==> config.mk <==
export PLATFORM = sky130hd
export DESIGN_NAME = adc_sample_ctrl
export DESIGN_NICKNAME = d
export VERILOG_FILES = /design/src/rtl/adc_sample_ctrl.sv
export SDC_FILE = /design/constraint.sdc
export NUM_CORES = 1
export LEC_CHECK = 0
export CAP_MARGIN = 20
export CORE_MARGIN = 2
export CORE_UTILIZATION = 45
export DETAILED_ROUTE_END_ITERATION = 12
export DONT_BUFFER_PORTS = 1
export MAX_ROUTING_LAYER = met4
export PLACE_DENSITY = 0.73
export SETUP_SLACK_MARGIN = 0.3
export SLEW_MARGIN = 20
export SYNTH_ARGS = -nofsm -noshare
export SYNTH_HDL_FRONTEND = slang
export SYNTH_SLANG_ARGS = --single-unit
==> constraint.sdc <==
create_clock -name clk -period 1.63 [get_ports clk]
set_input_delay 0.326 -clock clk [delete_from_list [all_inputs] [get_ports clk]]
set_output_delay 0.326 -clock clk [all_outputs]
set_load 0.05 [all_outputs]
==> src/rtl/adc_sample_ctrl.sv <==
`default_nettype none
// ============================================================================
// Module   : adc_sample_ctrl
// Brief    : Paced ADC conversion requester with 4-phase req/rdy handshake,
//            sample counting, handshake timeout and overrun flags.
// Revision : 1.0
// ============================================================================
module adc_sample_ctrl #(
    parameter int DATA_W  = 8,
    parameter int DIV     = 4,
    parameter int TIMEOUT = 16,
    parameter int RST_CYC = 4
) (
    input  logic              clk,
    input  logic              reset,
    input  logic              i_en,
    input  logic              i_err_clr,
    input  logic              i_adc_rdy,
    input  logic [DATA_W-1:0] i_adc_dat,
    output logic              o_adc_req,
    output logic              o_adc_rst,
    output logic [DATA_W-1:0] o_smp_dat,
    output logic              o_smp_vld,
    output logic [31:0]       o_smp_cnt,
    output logic              o_busy,
    output logic              o_err_to,
    output logic              o_ovr
);

    localparam int c_DIV_W = (DIV > 1) ? $clog2(DIV) : 1;
    localparam int c_TO_W  = (TIMEOUT > 1) ? $clog2(TIMEOUT) : 1;
    localparam int c_RC_W  = (RST_CYC > 1) ? $clog2(RST_CYC) : 1;

    localparam logic [c_DIV_W-1:0] c_DIV_LAST = c_DIV_W'(DIV - 1);
    localparam logic [c_TO_W-1:0]  c_TO_LAST  = c_TO_W'(TIMEOUT - 1);
    localparam logic [c_RC_W-1:0]  c_RC_LAST  = c_RC_W'(RST_CYC - 1);

    typedef enum logic [1:0] {
        ST_ARST    = 2'd0,
        ST_IDLE    = 2'd1,
        ST_REQ     = 2'd2,
        ST_WAIT_LO = 2'd3
    } state_t;

    state_t              r_state;
    logic [c_DIV_W-1:0]  r_div_cnt;
    logic [c_TO_W-1:0]   r_to_cnt;
    logic [c_RC_W-1:0]   r_rst_cnt;
    logic                r_adc_req;
    logic                r_adc_rst;
    logic [DATA_W-1:0]   r_smp_dat;
    logic                r_smp_vld;
    logic [31:0]         r_smp_cnt;
    logic                r_busy;
    logic                r_err_to;
    logic                r_ovr;
    logic                w_tick;

    assign w_tick = i_en && (r_div_cnt == c_DIV_LAST);

    // Divider is held at zero while disabled so re-enabling gives a full period.
    always_ff @(posedge clk or posedge reset) begin
        if (reset) begin
            r_div_cnt <= '0;
        end else if (!i_en || w_tick) begin
            r_div_cnt <= '0;
        end else begin
            r_div_cnt <= r_div_cnt + 1'b1;
        end
    end

    always_ff @(posedge clk or posedge reset) begin
        if (reset) begin
            r_state   <= ST_ARST;
            r_to_cnt  <= '0;
            r_rst_cnt <= '0;
            r_adc_req <= 1'b0;
            r_adc_rst <= 1'b1;
            r_smp_dat <= '0;
            r_smp_vld <= 1'b0;
            r_smp_cnt <= '0;
            r_busy    <= 1'b1;
            r_err_to  <= 1'b0;
            r_ovr     <= 1'b0;
        end else begin
            r_smp_vld <= 1'b0;

            if (w_tick && (r_state != ST_IDLE)) begin
                r_ovr <= 1'b1;
            end else if (i_err_clr) begin
                r_ovr <= 1'b0;
            end

            // A timeout raised below overrides this clear in the same cycle.
            if (i_err_clr) begin
                r_err_to <= 1'b0;
            end

            case (r_state)
                ST_ARST: begin
                    if (r_rst_cnt == c_RC_LAST) begin
                        r_adc_rst <= 1'b0;
                        r_busy    <= 1'b0;
                        r_state   <= ST_IDLE;
                    end else begin
                        r_rst_cnt <= r_rst_cnt + 1'b1;
                    end
                end
                ST_IDLE: begin
                    if (w_tick) begin
                        r_adc_req <= 1'b1;
                        r_to_cnt  <= '0;
                        r_busy    <= 1'b1;
                        r_state   <= ST_REQ;
                    end
                end
                ST_REQ: begin
                    if (i_adc_rdy) begin
                        r_smp_dat <= i_adc_dat;
                        r_smp_vld <= 1'b1;
                        r_smp_cnt <= r_smp_cnt + 32'd1;
                        r_adc_req <= 1'b0;
                        r_to_cnt  <= '0;
                        r_state   <= ST_WAIT_LO;
                    end else if (r_to_cnt == c_TO_LAST) begin
                        r_adc_req <= 1'b0;
                        r_err_to  <= 1'b1;
                        r_adc_rst <= 1'b1;
                        r_rst_cnt <= '0;
                        r_state   <= ST_ARST;
                    end else begin
                        r_to_cnt <= r_to_cnt + 1'b1;
                    end
                end
                ST_WAIT_LO: begin
                    if (!i_adc_rdy) begin
                        r_busy  <= 1'b0;
                        r_state <= ST_IDLE;
                    end else if (r_to_cnt == c_TO_LAST) begin
                        r_err_to  <= 1'b1;
                        r_adc_rst <= 1'b1;
                        r_rst_cnt <= '0;
                        r_state   <= ST_ARST;
                    end else begin
                        r_to_cnt <= r_to_cnt + 1'b1;
                    end
                end
                default: begin
                    r_adc_req <= 1'b0;
                    r_adc_rst <= 1'b1;
                    r_rst_cnt <= '0;
                    r_busy    <= 1'b1;
                    r_state   <= ST_ARST;
                end
            endcase
        end
    end

    assign o_adc_req = r_adc_req;
    assign o_adc_rst = r_adc_rst;
    assign o_smp_dat = r_smp_dat;
    assign o_smp_vld = r_smp_vld;
    assign o_smp_cnt = r_smp_cnt;
    assign o_busy    = r_busy;
    assign o_err_to  = r_err_to;
    assign o_ovr     = r_ovr;

endmodule
`default_nettype wire

## Word level (Yosys, flattened, before mapping)

Index checks and enable logic that the tools add are counted.

| cells by class | value |
|---|---|
| add/sub/neg operators | 4 |
| multiply operators | 0 |
| divide/modulo/power cells | 0 |
| $lt $le $gt $ge | 0 |
| equality and inequality tests | 14 |
| shifts and indexed selects | 0 |
| muxes and demuxes | 37 |
| bitwise operators | 0 |
| reduce and logical (&&, ||, !) cells | 17 |

Operator list:

| kind | count |
|---|---|
| 32-bit by 1-bit adder with 32-bit output, second input constant | 1 |
| 2-bit 2-to-1 mux | 10 |
| 1-bit 2-to-1 mux | 16 |
| 4-bit 2-to-1 mux | 4 |
| 2-bit inequality test, second input constant | 6 |
| 4-bit case mux with 3 select lines | 1 |
| 4-bit AND reduction | 3 |
| 3-bit nonzero test | 3 |
| 2-bit equality test, second input constant | 4 |
| 2-bit case mux with 4 select lines | 1 |
| 1-bit case mux with 3 select lines | 2 |
| 2-bit case mux with 3 select lines | 1 |
| 3-bit AND reduction | 2 |
| 2-bit by 1-bit adder with 2-bit output, second input constant | 2 |
| 4-bit by 1-bit adder with 4-bit output, second input constant | 1 |
| 4-bit equality test, second input constant | 1 |
| 1-bit case mux with 2 select lines | 2 |
| 2-bit AND reduction | 2 |
| 2-bit nonzero test | 2 |
| 3-bit inequality test, second input constant | 1 |
| 2-bit by 1-bit equality test with 1-bit output, second input constant | 1 |
| 1-bit logical AND | 2 |
| 2-bit zero test | 1 |
| 2-bit by 1-bit inequality test with 1-bit output, second input constant | 1 |
| other kinds (2) | 2 |

| storage, ports and cells | value |
|---|---|
| register bits | 56 |
| latch bits | 0 |
| bits in writable memories | 0 |
| ROM bits | 0 |
| output and inout bits | 46 |
| word-level logic and storage cells | 84 |
| memories | 0 |

## Logic depth before layout (Yosys ltp)

| logic depth | value |
|---|---|
| word-level depth | 4 |
| gate-level depth with buffers | 6 |
| gate-level depth less buffers | 5 |

## Worst setup path before layout

No wires, ideal clock.

| timing | value |
|---|---|
| path kind | register to register |
| start | reg r_smp_cnt[0] (netlist: o_smp_cnt[0]) |
| end | reg r_smp_cnt[24] (netlist: o_smp_cnt[24]) |
| data arrival time | 1.747 ns |
| required time | 1.488 ns |
| setup slack | -0.259 ns |
| stages on the path, launching flop included | 6 |
| buffers on the path | 0 |
| period minus slack after synthesis | 1.889 ns |
| path through | dfrtp_1 -> ha_1 -> nand3_1 -> nor4_4 -> nand4_1 -> xnor2_1 |

| on the way | value |
|---|---|
| word-level cells in the longest chain between the ends | 1 |

Ends and longest elaborated chain:

| element | RTL line | source |
|---|---|---|
| start, declared | 53 | `logic [31:0] r_smp_cnt;` |
| start signal, assigned | 121 | `r_smp_cnt <= r_smp_cnt + 32'd1;` |
| 32-bit by 1-bit adder with 32-bit output | 121 |  |

Every way passes these cells.
A chain may end at the register's enable or synchronous reset.

## Worst setup path after layout

| timing | value |
|---|---|
| start | reg r_state[0] |
| end | reg r_smp_cnt[24] (netlist: o_smp_cnt[24]) |

| on the way | value |
|---|---|
| word-level cells in the longest chain between the ends | 2 |

Ends and longest elaborated chain:

| element | RTL line | source |
|---|---|---|
| start, declared | 45 | `state_t r_state;` |
| start signal, assigned | 74 | `r_state <= ST_ARST;` |
| start signal, assigned | 104 | `r_state <= ST_IDLE;` |
| start signal, assigned | 114 | `r_state <= ST_REQ;` |
| 2-bit equality test | 99 | `case (r_state)` |
| 2-bit AND reduction (no source line) | -- |  |

Every way passes these cells.

==> out/qor.yml <==
setup_path:
  worstSetupStartpointType: "flip-flop"
  critical_path_required_ns: 1.84
  endpoint_kind: "flip-flop"
  critical-path-slowest-cell: "nor4_4"
  arrival_time_worst_endpoint_ns: 1.66
  max_stage_delay_ns: 0.43
  worstPathMaxFanout: 5
  ff2ff_setup_slack_ns: 0.17
  timing.rr.start: "r_state[0]$_DFFE_PP0P_"
  timing.setup.critical_path_class: "reg2reg"
  cp_cell_sequence: "nand3b_4 -> nor4_4 -> nand4_1 -> xnor2_1"
  startpoint: "r_state[0]$_DFFE_PP0P_"
placed_design:
  io_buf_count: 0
  detailedPlacementHpwl_um: 4013
  place_area_sq_um: 3003
  dp_cells: 345
  routabilityCongestion: 0.7761
floorplan:
  start_util: 0.4672
  dieHeight_um: 79.61
  floorplan.rows: 27
  fp.coreArea_sq_um: 5507
  die-width_um: 79.61
  overall_die_area_sq_um: 6338
  top_level_ports: 59
timing:
  fmax_ghz: 0.6871
  final.period_utilization: 0.8929
  rsz_0062_raised_after_global_routing: "yes"
  max_slew.worst_pin.slew_ns: 0.5000
  final.setup_skew_ns: 0.01023
  maxSlewHeadroom: 0.6667
  final_setup_violation_count: 0
  period_minus_slack_ns: 1.455
  sum_neg_setup_slack_ns: 0
  slew_viol_final: 0
  timing.final.hold_violations: 0
routing:
  route.vias.total: 1993
  routed_wl_um: 5833
  routedWlPerCell_um: 15.81
  avgViaCountPerCell: 5.401
  drc: 0
  drtIter0Drc: 45
  drtPass1Iterations: 4
  antenna_violating_nets_post_route: 0
finish:
  number_of_filler_cells_placed_in_the_layout: 457
  layout.cell_area.non_filler_sq_um: 3367
  antenna_cells: 0
  design.final.nets: 313
  area_growth_syn_to_layout_pct: 30.89
  final-instance-count-excl-fill: 369
  post_route_cells_drive_above_1_share: 0.3838
grt:
  first_global_vias: 1995
  antenna_found_initial: 0
  grt_first_pass_wirelength_um: 9087
  gr-usage-all-layers: 0.1878
  globalRouteOverflowTotal: 0
  largest_net_degree_at_the_start_of_global_routing: 36
min_path:
  startpoint_of_the_lowest_slack_hold_path: "i_err_clr"
  hold_class: "in2reg"
power_and_ir_drop:
  cellPowerDensity_nw_per_um2: 1022
  vdd_drop_max_mv: 0.5290
  cellLeakagePower_nw: 1.551
synth:
  synth.lib_cells_used.distinct: 34
  synth-main-ff-cell: "dfrtp_1"
  synth-edff-count: 0
  synth_seq_cells: 56
  synth.avg_cell_area_sq_um: 10.72
  post_synth_inst_count: 240
  post_synth_instance_area_sq_um: 2572
  yosys_warnings: 0
  synth-seq-area-share: 0.5457
  synth.net_count: 257
  async_flop_share: 1.000
clock_network:
  max-clock-path-buffers: 2
  clock-root-buffer: "clkbuf_8"
  tritoncts: "yes"
  numCtsBuffers: 5
  htree_num_levels: 2
  latest_clock_arrival_within_the_worst_skew_pair_ns: 0.31
  clock-sinks: 56
  clkTransAtPathRegs_ns: 0.10
job:
  number_of_maximum_capacitance_constraint_violations: 0
run_status:
  outcome: "finished, final reports clean"
[per-layer routing]
layer  global-route usage  part of all wire  vias to the layer above
met5                    -                 0                        -
met4              0.05172             0.013                        0
met3              0.04412             0.063                        9
met2               0.3252              0.53                       55
met1               0.2191              0.40                      987
li1                     -                 -                      942
[cell usage after synthesis, types with 2 or more instances]
library cell  instances  area [sq um]
dfrtp_1              54          1351
nand2_1              47         176.4
xnor2_1              30         262.8
nand4_1              22         137.6
nor2_1               12         45.04
nand3_1              10         50.05
o21ai_0               8         40.04
inv_1                 7         26.28
a21oi_1               6         30.03
and3_1                5         31.28
nand2b_1              5         31.28
ha_1                  4         50.05
clkbuf_1              3         11.26
buf_6                 2         22.52
dfstp_2               2         52.55
nor3_4                2         32.53
nor4_4                2         42.54
o22ai_1               2         12.51
xor2_1                2         17.52
[worst max-delay path, delay by kind of cell (launching register included)]
kind	cells	cell delay, ns
xor gates and xnor gates	1	0.15
and+or+nand+nor	3	0.83
DFF	1	0.39
[per-stage QoR]
| stage | total power, mW | hold slack, ns | utilization | setup slack [ns] |
|---|---|---|---|---|
| 2_1_floorplan | 2.412 | 0.4050 | - | 0.04684 |
| 3_3_place_gp | 2.518 | 0.2868 | 0.5453 | 0.1988 |
| 3_5_place_dp | 2.550 | 0.2884 | 0.5453 | 0.1607 |
| 4_1_cts | 3.396 | 0.09354 | 0.5735 | 0.1543 |
| 5_1_grt | 3.599 | 0.1023 | 0.6115 | 0.09822 |
| 6_report | 3.441 | 0.1014 | 0.6115 | 0.1746 |
[final timing paths]
check	cells after the start	end
worst max register to register	4	o_smp_cnt[24]$_DFFE_PP0P_
worst min-delay path	1	o_err_to$_DFF_PP0_
worst min register to register	1	r_div_cnt[0]$_DFF_PP0_
min in group asynchronous	3	r_rst_cnt[0]$_DFFE_PP0P_
worst max-delay path	4	o_smp_cnt[24]$_DFFE_PP0P_
max in group asynchronous	3	o_smp_cnt[1]$_DFFE_PP0P_
[state kept, by name (all words and copies together) (netlist names)]
signal,cells
r_div_cnt,2
o_smp_cnt,32
o_adc_rst,1
o_busy,1
o_err_to,1
r_to_cnt,4
r_rst_cnt,2
r_state,2
o_smp_dat,8
o_smp_vld,1
o_adc_req,1
o_ovr,1
[cell type report]
| type | count | area, sq um | share of cell area |
|---|---|---|---|
| clock buffer | 6 | 82.58 | 0.02453 |
| sequential | 56 | 1436 | 0.4266 |
| tap | 72 | 90.09 | 0.02676 |
| inverter | 7 | 33.78 | 0.01003 |
| multi-input combinational | 172 | 1251 | 0.3716 |
| clock inverter | 2 | 15.01 | 0.004459 |
| timing repair buffer | 54 | 457.9 | 0.1360 |
[layout by cell type, fill, tap and decap left out, types with 2 or more instances in the layout]
cell,instances
and3_1,3
nand2b_1,5
nor2_1,10
nand3_4,2
nand4_1,22
a21oi_1,5
nor3_4,2
and3_4,2
xor2_1,2
o22ai_1,2
buf_6,6
clkbuf_8,6
dfrtp_2,23
ha_4,3
o21ai_0,8
nor4_4,2
nand3_1,7
dfrtp_1,31
nand4_4,2
buf_4,44
xnor2_1,29
nand2_1,45
buf_8,2
clkinvlp_4,4
nand2_2,2
inv_1,5
[power by group]
group / internal (mW) / switching, mW / total [mW]
Clock: 0.345 / 0.460 / 0.805
Combinational: 0.249 / 0.316 / 0.565
Sequential: 1.57 / 0.504 / 2.07
[logic make-up (layout without fill, tap and decap cells)]
| group | Yosys count | in the layout | share of synthesized area |
|---|---|---|---|
| and+or+nand+nor | 115 | 115 | 0.2539 |
| muxes | 1 | 1 | 0.003891 |
| buffers and inverters | 12 | 69 | 0.02335 |
| adders and majority gates | 5 | 5 | 0.02335 |
| AOI/OAI and AO/OA | 19 | 19 | 0.04086 |
| xor gates and xnor gates | 32 | 32 | 0.1089 |
| DFF | 56 | 56 | 0.5457 |
[repair_timing]
item / in CTS / in global routing
endpoints found under the setup margin: 41 / 50
endpoints found under the hold margin: 19 / 0
hold buffers: 1 / 0
pin swaps: 14 / 20
gates cloned: 0 / 1
gates resized for setup: 5 / 28
setup buffers: 4 / 10
Power figures use the tool's default switching activity.
